===== config.mk =====
export PLATFORM = sky130hd
export DESIGN_NAME = dmem_arbiter
export DESIGN_NICKNAME = d
export VERILOG_FILES = /design/src/rtl/dmem_arb_pkg.sv /design/src/rtl/arb_pick.sv /design/src/rtl/dmem_arbiter.sv
export SDC_FILE = /design/constraint.sdc
export NUM_CORES = 1
export LEC_CHECK = 0
export ABC_AREA = 1
export CORE_MARGIN = 1.5
export CORE_UTILIZATION = 30
export DETAILED_ROUTE_END_ITERATION = 12
export PLACE_DENSITY = 0.73
export SLEW_MARGIN = 5
export SYNTH_ARGS = -nofsm -noshare
export SYNTH_HDL_FRONTEND = slang
export SYNTH_SLANG_ARGS = --single-unit

===== constraint.sdc =====
create_clock -name clk -period 2.22 [get_ports clk]
set_input_delay 0.222 -clock clk [delete_from_list [all_inputs] [get_ports clk]]
set_output_delay 0.222 -clock clk [all_outputs]
set_load 0.02 [all_outputs]

===== src/rtl/dmem_arb_pkg.sv =====
// Shared constants for the data-memory arbiter: FSM state encoding and port indices.
package dmem_arb_pkg;

   localparam logic [1:0] ST_IDLE = 2'd0;
   localparam logic [1:0] ST_OWN0 = 2'd1;
   localparam logic [1:0] ST_OWN1 = 2'd2;

   localparam int PORT_CORE = 0;
   localparam int PORT_DBG  = 1;

endpackage


===== src/rtl/arb_pick.sv =====
// Combinational two-way picker: honours the current owner unless a forced switch
// is pending, otherwise resolves by fixed priority or round-robin on last.
module arb_pick #(
   parameter int FIXED_PRIO = 0
) (
   input  logic [1:0] req,
   input  logic       last,
   input  logic       owned,
   input  logic       owner,
   input  logic       force_switch,
   output logic [1:0] gnt
);

   always_comb begin
      gnt = 2'b00;
      if (owned && req[owner]) begin
         // force_switch already implies the other port is requesting
         if (force_switch) gnt = owner ? 2'b01 : 2'b10;
         else              gnt = owner ? 2'b10 : 2'b01;
      end else if (req == 2'b11) begin
         if (FIXED_PRIO != 0) gnt = 2'b01;
         else                 gnt = last ? 2'b01 : 2'b10;
      end else begin
         gnt = req;
      end
   end

endmodule


===== src/rtl/dmem_arbiter.sv =====
// Two-port data-memory arbiter (core / debug loader) with locked bursts bounded
// by a hold counter, and registered per-port read return.
//
// state | meaning
// IDLE  | no owner, arbitrate freely
// OWN0  | port 0 holds the lock
// OWN1  | port 1 holds the lock
module dmem_arbiter
   import dmem_arb_pkg::*;
#(
   parameter int DWIDTH     = 32,
   parameter int MAX_HOLD   = 8,
   parameter int FIXED_PRIO = 0
) (
   input  logic              clk,
   input  logic              rst,
   input  logic              p0_req,
   input  logic              p0_we,
   input  logic              p0_lock,
   input  logic [DWIDTH-1:0] p0_addr,
   input  logic [DWIDTH-1:0] p0_wdata,
   output logic              p0_gnt,
   output logic              p0_rvalid,
   output logic [DWIDTH-1:0] p0_rdata,
   input  logic              p1_req,
   input  logic              p1_we,
   input  logic              p1_lock,
   input  logic [DWIDTH-1:0] p1_addr,
   input  logic [DWIDTH-1:0] p1_wdata,
   output logic              p1_gnt,
   output logic              p1_rvalid,
   output logic [DWIDTH-1:0] p1_rdata,
   output logic              core_stall,
   output logic [DWIDTH-1:0] mem_addr,
   output logic              mem_we,
   output logic [DWIDTH-1:0] mem_wdata,
   input  logic [DWIDTH-1:0] mem_rdata
);

   localparam logic [7:0] HOLD_MAX = 8'(MAX_HOLD);

   logic [1:0]        state;
   logic              last;
   logic [7:0]        hold_cnt;
   logic              rd_pend0, rd_pend1;
   logic [DWIDTH-1:0] rdata_q0, rdata_q1;

   logic [1:0] req, pick, gnt;
   logic       owned, owner, other_req, force_switch;
   logic       gnt_any, gnt_port, gnt_lock, gnt_other_req;

   assign req          = {p1_req, p0_req};
   assign owned        = (state == ST_OWN0) || (state == ST_OWN1);
   assign owner        = (state == ST_OWN1);
   assign other_req    = owner ? p0_req : p1_req;
   assign force_switch = owned && other_req && (hold_cnt == HOLD_MAX);

   arb_pick #(.FIXED_PRIO(FIXED_PRIO)) u_pick (
      .req          (req),
      .last         (last),
      .owned        (owned),
      .owner        (owner),
      .force_switch (force_switch),
      .gnt          (pick)
   );

   // Reset kills any grant combinationally so a mid-burst reset never writes
   assign gnt           = rst ? 2'b00 : pick;
   assign gnt_any       = |gnt;
   assign gnt_port      = gnt[PORT_DBG];
   assign gnt_lock      = gnt_port ? p1_lock : p0_lock;
   assign gnt_other_req = gnt_port ? p0_req : p1_req;

   assign p0_gnt     = gnt[PORT_CORE];
   assign p1_gnt     = gnt[PORT_DBG];
   assign core_stall = p0_req & ~gnt[PORT_CORE];
   assign p0_rvalid  = rd_pend0;
   assign p1_rvalid  = rd_pend1;
   assign p0_rdata   = rdata_q0;
   assign p1_rdata   = rdata_q1;

   always_comb begin
      mem_addr  = '0;
      mem_wdata = '0;
      mem_we    = 1'b0;
      if (gnt[PORT_CORE]) begin
         mem_addr  = p0_addr;
         mem_wdata = p0_wdata;
         mem_we    = p0_we;
      end else if (gnt[PORT_DBG]) begin
         mem_addr  = p1_addr;
         mem_wdata = p1_wdata;
         mem_we    = p1_we;
      end
   end

   always_ff @(posedge clk) begin
      if (rst) begin
         state    <= ST_IDLE;
         last     <= 1'b1;
         hold_cnt <= 8'd0;
         rd_pend0 <= 1'b0;
         rd_pend1 <= 1'b0;
         rdata_q0 <= '0;
         rdata_q1 <= '0;
      end else begin
         rd_pend0 <= gnt[PORT_CORE] & ~p0_we;
         rd_pend1 <= gnt[PORT_DBG] & ~p1_we;
         if (gnt[PORT_CORE] && !p0_we) rdata_q0 <= mem_rdata;
         if (gnt[PORT_DBG] && !p1_we)  rdata_q1 <= mem_rdata;
         if (gnt_any) begin
            last  <= gnt_port;
            state <= gnt_lock ? (gnt_port ? ST_OWN1 : ST_OWN0) : ST_IDLE;
            // only a locked re-grant to the same owner under contention extends the hold
            if (owned && (owner == gnt_port) && gnt_lock && gnt_other_req)
               hold_cnt <= (hold_cnt == HOLD_MAX) ? hold_cnt : hold_cnt + 8'd1;
            else
               hold_cnt <= 8'd0;
         end else begin
            state    <= ST_IDLE;
            hold_cnt <= 8'd0;
         end
      end
   end

endmodule


### After elaboration in Yosys (flattened, before gate mapping)

Cells that the tools add are included.

* register bits: 77
* word-level logic and storage cells: 56
* output and inout bits: 134
* input port bits: 168

* bitwise gates (word level): 9
* reductions and logical operators: 14
* order comparisons: 1
* equal/unequal tests: 5
* multiplexer cells: 19
* $add $sub $neg: 1

Operators by type and width (number)
* 2-to-1 mux 32 bit: 4
* 2-to-1 mux 2 bit: 8
* adder 8 x 1 -> 8 bit (second input constant): 1
* == test 8 x 4 -> 1 bit (second input constant): 1
* logical AND 1 bit: 8
* 2-to-1 mux 1 bit: 7
* inverter 1 bit: 6
* OR reduction 3 bit: 2
* == test 2 bit (second input constant): 2
* AND 1 bit: 3
* == test 2 x 1 -> 1 bit (second input constant): 1
* zero test 1 bit: 2
* less-than comparator 1 x 2 -> 1 bit (second input constant): 1
* OR reduction 2 bit: 1
* == test 1 bit: 1
* logical OR 1 bit: 1

### Longest topological paths before layout

* depth after elaboration: 13
* gate-level depth with buffers: 16
* gate-level depth less buffers: 15

### Hierarchy

A second synthesis with hierarchy kept.

* cell total of the unflattened synthesis: 619
* area total of the unflattened synthesis: 3926.3 um^2

By module, submodules not included
* dmem_arbiter: instances 1, area each 3822.4 um^2, cells each 594
* arb_pick: instances 1, area each 103.8 um^2, cells each 25

### Worst setup path before layout

No wires, ideal clock.

* kind: register to output
* from: reg state[0]
* to: out mem_we
* arrival time: 1831 ps
* cell stages (with the launch flop): 15
* slack: 167 ps
* path buffers: 1
* path through: dfxtp_1 -> inv_1 -> ha_1 -> inv_2 -> nand2_1 -> a21oi_1 -> nand2_1 -> nand2_2 -> nand2_1 -> nand2_2 -> nand2_4 -> inv_2 -> buf_2 -> nand2_1 -> o21ai_0

* elaborated cells on any way between the ends: 16
* those cells by class: eq/ne (2); mux (10); reduce/logical (4)

RTL lines
* from (decl): line dmem_arbiter.sv:42 `logic [1:0] state;`
* from (signal assigned): line dmem_arbiter.sv:113 `state <= gnt_lock ? (gnt_port ? ST_OWN1 : ST_OWN0) : ST_IDLE;`
* == test 2 bit or == test 2 x 1 -> 1 bit (tied branches): line dmem_arbiter.sv:53, dmem_arbiter.sv:54
* 2-to-1 mux 1 bit or logical OR 1 bit (tied branches): line dmem_arbiter.sv:55, dmem_arbiter.sv:53
* logical AND 1 bit (2 in a row): line dmem_arbiter.sv:56 `assign force_switch = owned && other_req && (hold_cnt == HOLD_MAX);`
* 2-to-1 mux 2 bit: line arb_pick.sv:18 `if (force_switch) gnt = owner ? 2'b01 : 2'b10;`
* 2-to-1 mux 2 bit *: line arb_pick.sv:16 `if (owned && req[owner]) begin`
* 2-to-1 mux 2 bit *: line dmem_arbiter.sv:68 `assign gnt = rst ? 2'b00 : pick;`
* named net p0_gnt: line dmem_arbiter.sv:22 `output logic p0_gnt,`
* 2-to-1 mux 1 bit *: line dmem_arbiter.sv:86 `if (gnt[PORT_CORE]) begin`
* to (decl): line dmem_arbiter.sv:35 `output logic mem_we,`

Mark *: on every way through the listed nets, which the timed path passes. The rest lies on a longest branch. The select of a mux whose other input is x is not followed.

### Worst setup path in the final report

* from: reg state[0]
* to: out mem_addr[31]

* longest elaborated chain between the ends: 9
* elaborated cells on any way between the ends: 16
* those cells by class: eq/ne (2); mux (10); reduce/logical (4)

Ends and longest elaborated chain
* == test 2 bit or == test 2 x 1 -> 1 bit (tied branches): line dmem_arbiter.sv:53, dmem_arbiter.sv:54
* 2-to-1 mux 1 bit or logical OR 1 bit (tied branches): line dmem_arbiter.sv:55, dmem_arbiter.sv:53
* logical AND 1 bit (2 in a row): line dmem_arbiter.sv:56
* 2-to-1 mux 2 bit: line arb_pick.sv:18
* 2-to-1 mux 2 bit *: line arb_pick.sv:16
* 2-to-1 mux 2 bit *: line dmem_arbiter.sv:68
* 2-to-1 mux 32 bit: line dmem_arbiter.sv:90 `end else if (gnt[PORT_DBG]) begin`
* 2-to-1 mux 32 bit *: line dmem_arbiter.sv:86
* to (decl): line dmem_arbiter.sv:34 `output logic [DWIDTH-1:0] mem_addr,`

Every way passes the cells marked *; elsewhere a longest branch is shown, timed or not. The select of a mux whose other input is x is not followed.

==> results.ini <==
[outcome]
run_status=finished with violations
failed_checks=negative setup slack

[final_layout]
fin_area_sq_mm=0.00868
nNetsFinal=1043
final_cell_mix=sky130_fd_sc_hd__clkdlybuf4s50_1 (233), sky130_fd_sc_hd__nand2_1 (106), sky130_fd_sc_hd__nor2_1 (77), sky130_fd_sc_hd__dfxtp_1 (74), sky130_fd_sc_hd__buf_6 (69)
fraction_of_layout_instances_using_a_drive_strength_above_1=0.262
mostFrequentLayoutCell=sky130_fd_sc_hd__clkdlybuf4s50_1
area_delta_synth_final_pct=121
post-route-util=0.682

[power_and_ir_drop]
switching_share=0.283
power_switching_w=0.00140
sequentialPowerShare=0.305
p_int_w=0.00354
p_total_w=0.00494
static-leakage-power_nw=3.90
vdd.ir_drop.worst_mv=0.478
power_density_mw_per_mm2=569
comb_power_share=0.349
clock_power_share=0.346

[synth]
synth_top_area_share=0.392
synth_simple_gate_area_frac=0.274
syn-cell-area_sq_mm=0.00393
synthesis.nets=694
ys_seq_elements=77
combinational_family_with_the_most_area_after_synthesis=simple AND/OR/NAND/NOR gates
synth-adder-area-share=0.00955
synth-compound-area-share=0.176
syn_inst=523
ys.warnings.count=0
yosysTopAreaCell=sky130_fd_sc_hd__dfxtp_1
synth_xor_xnor_area_share=0.0134
synth_cell_type_count=28
syn_avg_cell_area_sq_um=7.51
post_synth_mux_area_share=0
yosysSeqAreaShare=0.392
ys_top_cells_by_area=sky130_fd_sc_hd__dfxtp_1 (39%), sky130_fd_sc_hd__a22o_1 (14%), sky130_fd_sc_hd__nand2_1 (11%), sky130_fd_sc_hd__nor2_1 (7.4%), sky130_fd_sc_hd__inv_1 (6.5%)

[routing]
final_antenna_net_count=0
wl_per_cell_um=18.8
route.detailed.vias_per_inst=4.75
drt_pre_antenna_iters=4
route.final.wire_length_mm=19.8
drc=0
drt-initial-drc-count=220
route.vias.total=4998

[placement]
place.detailed.hpwl_mm=13.5
routabilityCongestion=0.931
pre_cts_ws_ns=-0.518
dpl_cell_area_sq_mm=0.00725
buffer_ports.inserted=301

[timing]
layout_min_cycle_time_ns=2.47
final.setup_skew_ns=0.00715
final_max_slew_viols=0
fin_ws_ns=-0.250
timing.fmax_ghz=0.405
tightestPinTransition_ns=0.869
setup_viol=68
final.period_utilization=1.11
final-hold-violation-count=0
max-slew-margin-rel=0.421
grt_setup_unrepaired=true
whs_ns=0.451

[floorplan]
core_area_sq_mm=0.0127
dieHeight_um=117
initial_utilization=0.309
num_io_pins=302
floorplan.die_area_sq_mm=0.0138
floorplan.die.width_um=117
rows=41

[setup_path]
maximum_fanout_along_the_worst_path=6
worst_ep_arrival_time_ns=2.25
crit_slowest_cell=sky130_fd_sc_hd__dfxtp_2
cp_slowest_stage_delay_ns=0.32
critical_path_class=reg -> out
regToRegEndpoint=p1_rdata[13]
r2r_slack_ns=0.01
setup_crit_end_kind=output port
worstSetupStartpointType=flip-flop
worst-r2r-cell-count=15
crit-reg2reg-launch=state[0]
required_ns=2.00
path_cells=inv_2, ha_4, inv_4, nand2_4, a21oi_4, nand3_2, nand2_2, nand2_2, nand2_4, inv_8, buf_12, buf_8, a22o_4, buf_12

[clock_tree]
cts_inserted_buffers=9
ctsHtreeMaxLevel=3
cts_root_buffer=sky130_fd_sc_hd__clkbuf_16
post_cts_hold_fix_bufs=0
cts_tree=built
cts.sinks=77
worstSkewPairLatency_ns=0.34
worst_setup_hold_path_clk_slew_ns=0.06
max-clock-path-buffers=2

[job]
timing.max_cap.violations=0

[min_path]
worstHoldEndpoint=p1_rdata[27]
worst_hold_path.num_cells=3
holdCritStartpoint=mem_rdata[27]
hold_path.class=in -> reg

[global_route]
global_route_wire_length_before_repair_mm=27.6
globalRouteOverflowTotal=0
grt_start_max_net_pins=68
grt.total_usage=0.256
vias_in_the_first_global_route=4970
number_of_antenna_violations_at_the_first_check_in_global_routing=3

power groups by stage:
| stage | Combinational, W | Sequential (W) | Clock (W) |
|---|---|---|---|
| 6_report | 0.00172 | 0.00151 | 0.00171 |
| 5_1_grt | 0.00181 | 0.00152 | 0.00182 |
| 4_1_cts | 0.00160 | 0.00150 | 0.00174 |
| 3_5_place_dp | 0.00140 | 0.00153 | 0 |
| 3_3_place_gp | 0.00139 | 0.00153 | 0 |
| 2_1_floorplan | 0.000515 | 0.00162 | 0 |
critical path: cells and delay by family (launching register included):
family	cells	cell delay [ns]
fa+ha+maj	1	0.18
buf+inv	6	0.56
compound gates	2	0.43
simple gates	5	0.42
flops	1	0.32
state kept, by name (all words and copies together), names as in the netlist:
name and count:
hold_cnt 8, last 1, p0_rdata 32, p0_rvalid 1, p1_rdata 32, p1_rvalid 1
state 2
routing by layer:
metal	track usage	part of all wire	vias to the layer above
met5	0	0	-
met1	0.258	0.35	2346
met4	0.152	0.055	0
li1	-	-	2391
met3	0.0732	0.065	57
met2	0.469	0.53	204
cells by family after synthesis:
group                      count (synthesis)
buffers and inverters                    107
DFF                                       77
AOI/OAI and AO/OA                         89
adders and majority gates                  3
xor gates and xnor gates                   6
and+or+nand+nor                          241
worst max path at each step:
stage / start / to / slack [ns] / cells after the start
after floorplan: state[0] / mem_we / 0.17 / 14
after global placement: p1_req / mem_addr[27] / -0.46 / 12
after detailed placement: p1_req / mem_wdata[2] / -0.52 / 12
after CTS: state[0] / mem_addr[31] / -0.22 / 14
after global routing: state[0] / mem_addr[31] / -0.34 / 14
final: state[0] / mem_addr[31] / -0.25 / 14
cell usage after synthesis (all sizes together):
| library cell | number |
|---|---|
| a21oi | 2 |
| inv | 74 |
| xor2 | 5 |
| nor3 | 2 |
| o211ai | 2 |
| ha | 3 |
| nand4 | 3 |
| nand2 | 116 |
| buf | 27 |
| nand3 | 40 |
| xnor2 | 1 |
| nor2 | 80 |
| dfxtp | 77 |
| a22o | 64 |
| clkbuf | 6 |
| o21ai | 21 |
repair_timing:
action	4_1_cts	5_1_grt
cloned	7	12
buffers inserted	16	11
pin swaps	14	17
endpoints found under the setup margin	100	139
gates resized for setup	402	85
metrics by stage:
stage,instances,setup TNS [ns]
3_3_place_gp,993,-30.34
2_1_floorplan,523,0
3_5_place_dp,993,-35.58
6_report,1053,-13.89
5_1_grt,1053,-22.77
4_1_cts,1032,-10.31
area by class of cell:
class	count	area, sq um
Clock buffer	11	243
Multi-Input combinational cell	340	2170
Fill cell	1034	4040
Clock inverter	5	106
Sequential cell	77	1550
Antenna cell	4	10.0
Tap cell	172	215
Timing Repair inverter	3	33.8
Inverter	74	337
Timing Repair Buffer	367	4020
Note: power is estimated with default switching activity, not from simulation.
